--- src/rtl/rx_drain_ctrl.sv ---
//-----------------------------------------------------------------------------
// rx_drain_ctrl
//
// Read-side controller for the receive core's byte FIFO. Bytes are popped
// with a single-cycle active-low read strobe and packed little-endian into
// 32-bit words (byte 0 lands in word_o[7:0]). Each completed word is offered
// to the host side over a valid/ready handshake. A partial word is flushed
// after a programmable number of baud acquisition ticks with no new byte,
// so short frames are not stranded in the packer.
//
// Ports:
//   clk          system clock
//   rst          asynchronous reset, active-low
//   enable_i     1 = controller may start new FIFO reads and flushes
//   data_i       FIFO read data, valid the cycle after n_rd_o is low
//   n_rd_o       FIFO read strobe, active-low, one cycle per byte
//   p_empty_i    FIFO empty flag, active-high
//   AcqSig_i     baud acquisition tick, one-cycle pulse
//   timeout_i    idle flush threshold in AcqSig_i ticks, 0 = never flush
//   word_o       packed word, byte 0 in [7:0], unused lanes read 0
//   byte_cnt_o   number of valid bytes in word_o (0..4)
//   p_valid_o    word_o/byte_cnt_o/p_flush_o are valid
//   p_ready_i    consumer ready
//   p_flush_o    word is a timeout flush (byte_cnt_o < 4)
//   dbg_state_o  current FSM state (0 IDLE, 1 RD, 2 CAP, 3 OUT)
//
// Handshake: a word transfers on a rising clk edge where p_valid_o and
// p_ready_i are both 1. Once p_valid_o is raised, word_o, byte_cnt_o and
// p_flush_o stay stable and p_valid_o stays high until that transfer edge;
// p_ready_i may be asserted or withdrawn at any time without a combinational
// path to p_valid_o.
//-----------------------------------------------------------------------------
module rx_drain_ctrl #(
    parameter int TO_WIDTH = 16
) (
    input  logic                clk,
    input  logic                rst,
    input  logic                enable_i,
    input  logic [7:0]          data_i,
    output logic                n_rd_o,
    input  logic                p_empty_i,
    input  logic                AcqSig_i,
    input  logic [TO_WIDTH-1:0] timeout_i,
    output logic [31:0]         word_o,
    output logic [2:0]          byte_cnt_o,
    output logic                p_valid_o,
    input  logic                p_ready_i,
    output logic                p_flush_o,
    output logic [1:0]          dbg_state_o
);

    typedef enum logic [1:0] {
        IDLE = 2'd0,
        RD   = 2'd1,
        CAP  = 2'd2,
        OUT  = 2'd3
    } state_t;

    state_t              state;
    logic [TO_WIDTH-1:0] idle_cnt;

    // Decoded IDLE conditions. A pending read always wins over a flush so
    // data already waiting in the FIFO is appended before a partial word
    // leaves.
    logic start_read;
    logic start_flush;
    logic partial;

    assign partial     = (byte_cnt_o != 3'd0);
    assign start_read  = enable_i && !p_empty_i;
    assign start_flush = partial && (timeout_i != '0) && enable_i &&
                         (idle_cnt >= timeout_i);

    assign dbg_state_o = state;

    always_ff @(posedge clk or negedge rst) begin
        if (!rst) begin
            state      <= IDLE;
            n_rd_o     <= 1'b1;
            p_valid_o  <= 1'b0;
            p_flush_o  <= 1'b0;
            word_o     <= '0;
            byte_cnt_o <= '0;
            idle_cnt   <= '0;
        end else begin
            case (state)
                IDLE: begin
                    // The idle counter only runs while a partial word is
                    // held, and keeps running even when enable_i is low so
                    // a flush can follow as soon as the controller is
                    // re-enabled. It sticks at all-ones rather than wrap.
                    if (partial && AcqSig_i && (idle_cnt != '1)) begin
                        idle_cnt <= idle_cnt + 1'b1;
                    end

                    if (start_read) begin
                        state  <= RD;
                        n_rd_o <= 1'b0;
                    end else if (start_flush) begin
                        state     <= OUT;
                        p_valid_o <= 1'b1;
                        p_flush_o <= 1'b1;
                    end
                end

                RD: begin
                    // Strobe is low for exactly this one cycle; the FIFO
                    // presents the byte during CAP.
                    n_rd_o <= 1'b1;
                    state  <= CAP;
                end

                CAP: begin
                    word_o[{byte_cnt_o[1:0], 3'b000} +: 8] <= data_i;
                    byte_cnt_o <= byte_cnt_o + 3'd1;
                    idle_cnt   <= '0;
                    if (byte_cnt_o == 3'd3) begin
                        state     <= OUT;
                        p_valid_o <= 1'b1;
                        p_flush_o <= 1'b0;
                    end else begin
                        state <= IDLE;
                    end
                end

                OUT: begin
                    // No reads are issued here, so a stalled consumer holds
                    // bytes back in the FIFO instead of overrunning the
                    // packer.
                    if (p_ready_i) begin
                        state      <= IDLE;
                        p_valid_o  <= 1'b0;
                        p_flush_o  <= 1'b0;
                        word_o     <= '0;
                        byte_cnt_o <= '0;
                        idle_cnt   <= '0;
                    end
                end

                default: begin
                    state <= IDLE;
                end
            endcase
        end
    end

endmodule

--- config.mk ---
export PLATFORM = sky130hd
export DESIGN_NAME = rx_drain_ctrl
export DESIGN_NICKNAME = d
export VERILOG_FILES = /design/src/rtl/rx_drain_ctrl.sv
export SDC_FILE = /design/constraint.sdc
export NUM_CORES = 1
export LEC_CHECK = 0
export BUFFER_PORTS_ARGS = -buffer_cell sky130_fd_sc_hd__buf_2
export CAP_MARGIN = 10
export CELL_PAD_IN_SITES_DETAIL_PLACEMENT = 2
export CELL_PAD_IN_SITES_GLOBAL_PLACEMENT = 2
export CORE_MARGIN = 1.5
export CORE_UTILIZATION = 33
export DETAILED_ROUTE_END_ITERATION = 6
export PLACE_DENSITY_LB_ADDON = 0.1
export SLEW_MARGIN = 25
export SYNTH_ARGS = -nofsm -noshare
export SYNTH_HDL_FRONTEND = slang
export SYNTH_SLANG_ARGS = --single-unit
--- constraint.sdc ---
create_clock -name clk -period 2.5 [get_ports clk]
set_clock_uncertainty 0.05 [all_clocks]
set_input_delay 0.25 -clock clk [delete_from_list [all_inputs] [get_ports clk]]
set_output_delay 0.25 -clock clk [all_outputs]
set_load 0.05 [all_outputs]
# --- Word-level counts from Yosys, hierarchy flattened ---
# Index checks and enable logic that the tools add are counted.
# Widths: inputs -> output; s select.
totals:
  regBits: 56
  input_bits: 30
  out_inout_bits: 40
  elab_cells: 65
classes:
  add_sub_neg: 3
  magnitude_cmp: 1
  n_eq_ne: 12
  n_shift: 2
  n_mux: 22
  reduce_logical: 18
op_table:
  columns: ["operator", "count"]
  rows:
  - ["$pmux 32 s2", 1]
  - ["$pmux 16 s3", 1]
  - ["$bwmux 32", 1]
  - ["$mux 16", 2]
  - ["$mux 32", 1]
  - ["$shift 8x7->32 const A", 1]
  - ["$shiftx 8x7->32", 1]
  - ["$add 16x1->16 const B", 1]
  - ["$ge 16x16->1", 1]
  - ["$ne 16x16->1 const B", 1]
  - ["$reduce_bool 16->1", 1]
  - ["$ne 2x2->1 const B", 6]
  - ["$mux 2", 4]
  - ["$pmux 2 s4", 1]
  - ["$neg 5->7", 1]
  - ["$logic_and 1x1->1", 6]
  - ["$mux 1", 6]
  - ["$pmux 1 s3", 2]
  - ["$pmux 3 s2", 1]
  - ["$reduce_and 2->1", 3]
  - ["$reduce_bool 3->1", 2]
  - ["$reduce_and 5->1", 1]
  - ["$eq 2x2->1 const B", 2]
  - ["$reduce_bool 2->1", 2]
  - ["other kinds (9)", 9]

# --- Longest topological paths before layout ---
logic_depth:
  depth_word: 7
  mapped_depth: 9
  ltp_nobuf: 8

# --- Worst setup path after synthesis ---
# OpenSTA, ideal clock, no wires.
synth_timing:
  path_type: "reg-to-reg"
  start: "register byte_cnt_o[0]"
  end: "register idle_cnt[13]"
  setup_time_ps: 120
  t_arrival_ps: 2227
  required_ps: 2330
  slack_ps: 102
  stages_incl_launch_ff: 9
  n_path_buf: 0
  synth_period_minus_slack_ps: 2398
  cell_sequence: "dfrtp_1 inv_1 ha_1 nand2b_1 nand3_4 a41o_4 a211oi_2 a31oi_1 a41o_1"
synth_between:
  elab_chain_cells: 5
synth_rtl:
  columns: ["element", "line", "source"]
  rows:
  - ["from (decl)", "45", "output logic [2:0] byte_cnt_o,"]
  - ["from (signal assigned)", "115", "byte_cnt_o <= byte_cnt_o + 3'd1;"]
  - ["$reduce_bool 3->1", "69", "assign partial = (byte_cnt_o != 3'd0);"]
  - ["$logic_and 1x1->1 (2 in a row)", "92", "if (partial && AcqSig_i && (idle_cnt != '1)) begin"]
  - ["$ne 2x2->1 (no source line)", null, null]
  - ["$reduce_and 3->1 (no source line)", null, null]
  - ["to (signal assigned)", "93", "idle_cnt <= idle_cnt + 1'b1;"]
  - ["to (decl)", "60", "logic [TO_WIDTH-1:0] idle_cnt;"]
# No other way between the ends.
# A chain may end at the register's enable or synchronous reset.

# --- Worst setup path after layout ---
layout_timing:
  start: "register byte_cnt_o[1]"
  end: "register idle_cnt[13]"
# The elaborated chain is that of the path after synthesis.

==> out/results.txt <==
The run finished with clean final reports. Count of distinct cell types in the synthesized netlist: 41. The data arrival time of the worst path was 2370 ps; the share of the synthesized area in the top cell type was 46.9%. The clock drives 56 sinks. TritonCTS built the clock tree. Dividing the synthesized area by the synthesized cell count gives 10.6 µm². Synthesis produced 276 cells. The multiplexer area fraction after synthesis works out to 0.383%. The largest individual stage delay along the critical path comes from the cell sky130_fd_sc_hd__dfrtp_1. The count of pins over their slew limit was 0. The number of buffers and inverters on the critical path was 1; the depth of the worst register-to-register path was 8. The async set-reset flop share out of synthesis is 100%.

Of the total synthesized cell area, the portion taken by full adders, half adders and majority gates is 9.37%. The synthesized netlist devotes 20.8% of its cell area to compound gates. The number of warning messages in the yosys log was 0; the post-synth net total was 328. The repair_antennas step left the layout with diodes totalling 0. Along the worst path, the maximum fanout reaches 12.

The tightest slew margin relative to the limit was 48.0%; the cell depth of the worst hold path was 2. Via count of the first global-routing pass: 2,798. Traced cell by cell, the critical path runs through inv_1 > ha_1 > nand2b_1 > nand3_4 > a41o_4 > a211oi_2 > a31oi_1 > a41o_1.

The post-detailed-route via-to-cell ratio works out to 5.37. For the overall die area, the log shows 0.00947 mm². Buffers inserted during clock tree synthesis total 5.

The H-tree was split into 2 levels. For flop-to-flop paths, the worst setup slack is 300 ps. Among all flip-flop cells after synthesis, the most frequent one is sky130_fd_sc_hd__dfrtp_1.

The minimum clock period after layout was 2200 ps; the clock insertion delay at the later pin of the skew report was 320 ps. The post-detailed-routing wire length is 8570 µm, and the number of gates given a new drive strength after cts is 0. The overall global routing resource usage came out at 19.1%.

Once detailed placement completed, the half-perimeter wirelength came to 6630 µm. The run gives 0 ps as the total negative slack. STA classifies the critical path endpoint as a flop. The width of the die was 97.3 µm.

The tools report the worst setup slack before clock tree synthesis as 306 ps. After Yosys synthesis, and, or, nand and nor cells account for 14.3% of the synthesized area. In this run the worst hold path is classified as in2reg.

The endpoint of the lowest-slack register-to-register path was idle_cnt[13]. The startpoint identified for the worst hold timing path is data_i[1]. Registers take 0.00140 mm².

The starting DRC count in detailed routing was 58; the number of max-capacitance violations reported was 0. The cell area that synthesis handed to floorplanning was 0.00294 mm². Worst vdd rail ir drop: 537 µV. For this design the ratio of total power to cell area is 1000 mW/mm². The longest clock path from root to sink contains 2 buffers.

The final routed wire length divided by cell count is 18.4 µm. The root buffer cell chosen for the clock tree is sky130_fd_sc_hd__clkbuf_8. The number of placement rows is 34, and the layout cell share with drive strength beyond 1 is 28.3%. The count of endpoints failing hold in the final timing report came out at 0.

At the end of routability-driven placement, the weighted congestion stood at 0.770. For this design the top-level I/O count stands at 70. Once the floorplan was initialized, standard cells occupied 33.8% of the core. Setup violations remaining at the end of the flow were counted as 0.

Synthesis inferred 56 register bits. The count of buffers added on input and output ports is 69. Cells fill 40.9% of the core in the end.

The xor/xnor cell area share of the yosys netlist is 2.98%. The first TritonRoute pass finished after 4 iterations. Detailed routing inserted a total of 2,499 vias.

Counting flops with a built-in enable in the synthesized netlist gives 0. For the pin with the worst max-slew slack, the measured transition is 775 ps. The run gives 0.00141 mm² as the combined area of the multi-input logic cells.

The ratio of final minimum period to clock period works out to 87.9%. Combinational family with the most area after synthesis: compound AO/OA/AOI/OAI gates. The detail route stage leaves a number of antenna-violating nets equal to 0. The end of the worst hold path was word_o[1]. In this run the standard cell core region covers 0.00868 mm². Pin count of the biggest net entering global routing: 29.

sky130_fd_sc_hd__dfrtp_1 takes more of the synthesized area than any other cell. The largest single stage delay on the critical path is 400 ps. Clock-pin slew was measured on the worst setup and hold paths at 120 ps. Initial antenna violation count: 0. STA classifies the critical path startpoint as a flop. Yosys attributes the largest share of cell area to sky130_fd_sc_hd__dfrtp_1, sky130_fd_sc_hd__a22o_1, sky130_fd_sc_hd__ha_1, sky130_fd_sc_hd__inv_1, sky130_fd_sc_hd__o21ai_0. The tools report the final layout net count as 408. The required time at the endpoint of the critical path came out at 2670 ps.

In this run the static leakage power is 1.81 nW. Measured along the y axis, the die boundary spans 97.3 µm. The first-pass GRT wire length was 14,600 µm.

For this run, design rule violations remaining after detail routing come to 0. Worst reg2reg path startpoint: byte_cnt_o[1]. From synthesis to final layout, the design area changed by 20.9%. Setup slack closes at 301 ps. Broken down by cell family, the worst path's largest delay share belongs to compound AO/OA/AOI/OAI gates. Timing would allow up to 455 MHz.

The type of the worst setup path is reg2reg. The total overflow left after global routing is 0. For this run, the register share of the synthesized area comes to 47.8%. Counting the fill cells in the layout gives 966. Setup repair after global routing left no endpoint under its margin.
[stage by stage]
| step | instances | hold WS [ps] | cell area (µm²) | total power, mW |
|---|---|---|---|---|
| floorplan | 276 | -95.6 | 2940 | 2.51 |
| global placement | 456 | 61.1 | 3450 | 3.01 |
| detailed placement | 456 | 66.8 | 3450 | 3.06 |
| CTS | 465 | 121 | 3550 | 3.62 |
| global route | 465 | 138 | 3550 | 3.79 |
| finish | 465 | 128 | 3550 | 3.56 |
[cells in the mapped netlist, types with 2 or more instances]
| cell | count |
|---|---|
| sky130_fd_sc_hd__inv_1 | 23 |
| sky130_fd_sc_hd__and4_4 | 2 |
| sky130_fd_sc_hd__a211oi_1 | 4 |
| sky130_fd_sc_hd__buf_6 | 2 |
| sky130_fd_sc_hd__nor2_1 | 19 |
| sky130_fd_sc_hd__o21ai_0 | 16 |
| sky130_fd_sc_hd__o21ai_1 | 3 |
| sky130_fd_sc_hd__nand4_1 | 7 |
| sky130_fd_sc_hd__and3_1 | 2 |
| sky130_fd_sc_hd__dfrtp_1 | 55 |
| sky130_fd_sc_hd__clkbuf_1 | 3 |
| sky130_fd_sc_hd__nor4b_2 | 2 |
| sky130_fd_sc_hd__nand3_1 | 10 |
| sky130_fd_sc_hd__nor4_1 | 4 |
| sky130_fd_sc_hd__ha_1 | 22 |
| sky130_fd_sc_hd__and4_1 | 2 |
| sky130_fd_sc_hd__nor3_1 | 2 |
| sky130_fd_sc_hd__nand2b_1 | 5 |
| sky130_fd_sc_hd__xnor2_1 | 6 |
| sky130_fd_sc_hd__a211oi_2 | 5 |
| sky130_fd_sc_hd__o22ai_1 | 2 |
| sky130_fd_sc_hd__a22o_1 | 32 |
| sky130_fd_sc_hd__xor2_1 | 4 |
| sky130_fd_sc_hd__a21oi_1 | 11 |
| sky130_fd_sc_hd__nand2_1 | 17 |
[worst max path at each step]
stage	start	endpoint	slack [ps]	cells after the start
after global routing	byte_cnt_o[1]	idle_cnt[13]	120	8
after detailed placement	byte_cnt_o[1]	idle_cnt[13]	310	8
after floorplan	byte_cnt_o[0]	idle_cnt[13]	100	8
after global placement	idle_cnt[11]	idle_cnt[13]	450	6
final	byte_cnt_o[1]	idle_cnt[13]	300	8
after CTS	byte_cnt_o[1]	idle_cnt[13]	300	8
[worst register-to-register path, cell delays in order (launching register included)]
cell and delay [ps]:
sky130_fd_sc_hd__dfrtp_1 400, sky130_fd_sc_hd__inv_1 100, sky130_fd_sc_hd__ha_1 260, sky130_fd_sc_hd__nand2b_1 170, sky130_fd_sc_hd__nand3_4 100, sky130_fd_sc_hd__a41o_4 320, sky130_fd_sc_hd__a211oi_2 350, sky130_fd_sc_hd__a31oi_1 140
sky130_fd_sc_hd__a41o_1 210
[power by group]
| group | switching, mW | internal [mW] |
|---|---|---|
| clock | 0.336 | 0.206 |
| combinational | 1.30 | 0.483 |
| sequential | 0.139 | 1.10 |
[cells by family after synthesis]
group | Yosys count
compound gates | 81
simple gates | 76
flops | 56
buf+inv | 30
fa+ha+maj | 22
xor+xnor | 10
mux | 1
[what timing repair did]
item,4_1_cts,5_1_grt
hold buffers,1,0
hold endpoints to repair,8,0
setup buffers,0,0
[metal layers]
layer / GRT usage [%] / wire (µm)
met1: 25.5 / 3930
met2: 33.1 / 4300
met3: 1.65 / 224
met4: 5.93 / 117
met5: 0 / 0
[final cells by class]
cell class | count | share of cell area (%)
tap | 108 | 3.81
inverter | 24 | 2.54
clock buffer | 5 | 1.94
clock inverter | 3 | 0.705
timing repair buffer | 79 | 11.9
multi-input combinational | 190 | 39.6
sequential | 56 | 39.5
[registers in the layout (all words and copies together), names as in the netlist]
| name | cells |
|---|---|
| p_flush_o | 1 |
| n_rd_o | 1 |
| p_valid_o | 1 |
| idle_cnt | 16 |
| byte_cnt_o | 3 |
| word_o | 32 |
| dbg_state_o | 2 |
[layout by cell type (no fill, tap or decap), types with 5 or more instances in the layout]
master,count
sky130_fd_sc_hd__ha_1,22
sky130_fd_sc_hd__a22o_1,32
sky130_fd_sc_hd__nand4_1,7
sky130_fd_sc_hd__nand2_1,17
sky130_fd_sc_hd__a211oi_2,5
sky130_fd_sc_hd__buf_2,69
sky130_fd_sc_hd__o21ai_0,16
sky130_fd_sc_hd__buf_4,9
sky130_fd_sc_hd__nor2_1,19
sky130_fd_sc_hd__a21oi_1,11
sky130_fd_sc_hd__nand3_1,10
sky130_fd_sc_hd__clkbuf_8,5
sky130_fd_sc_hd__nand2b_1,5
sky130_fd_sc_hd__dfrtp_1,55
sky130_fd_sc_hd__xnor2_1,6
sky130_fd_sc_hd__inv_1,23
(Power assumes the default switching activity.)
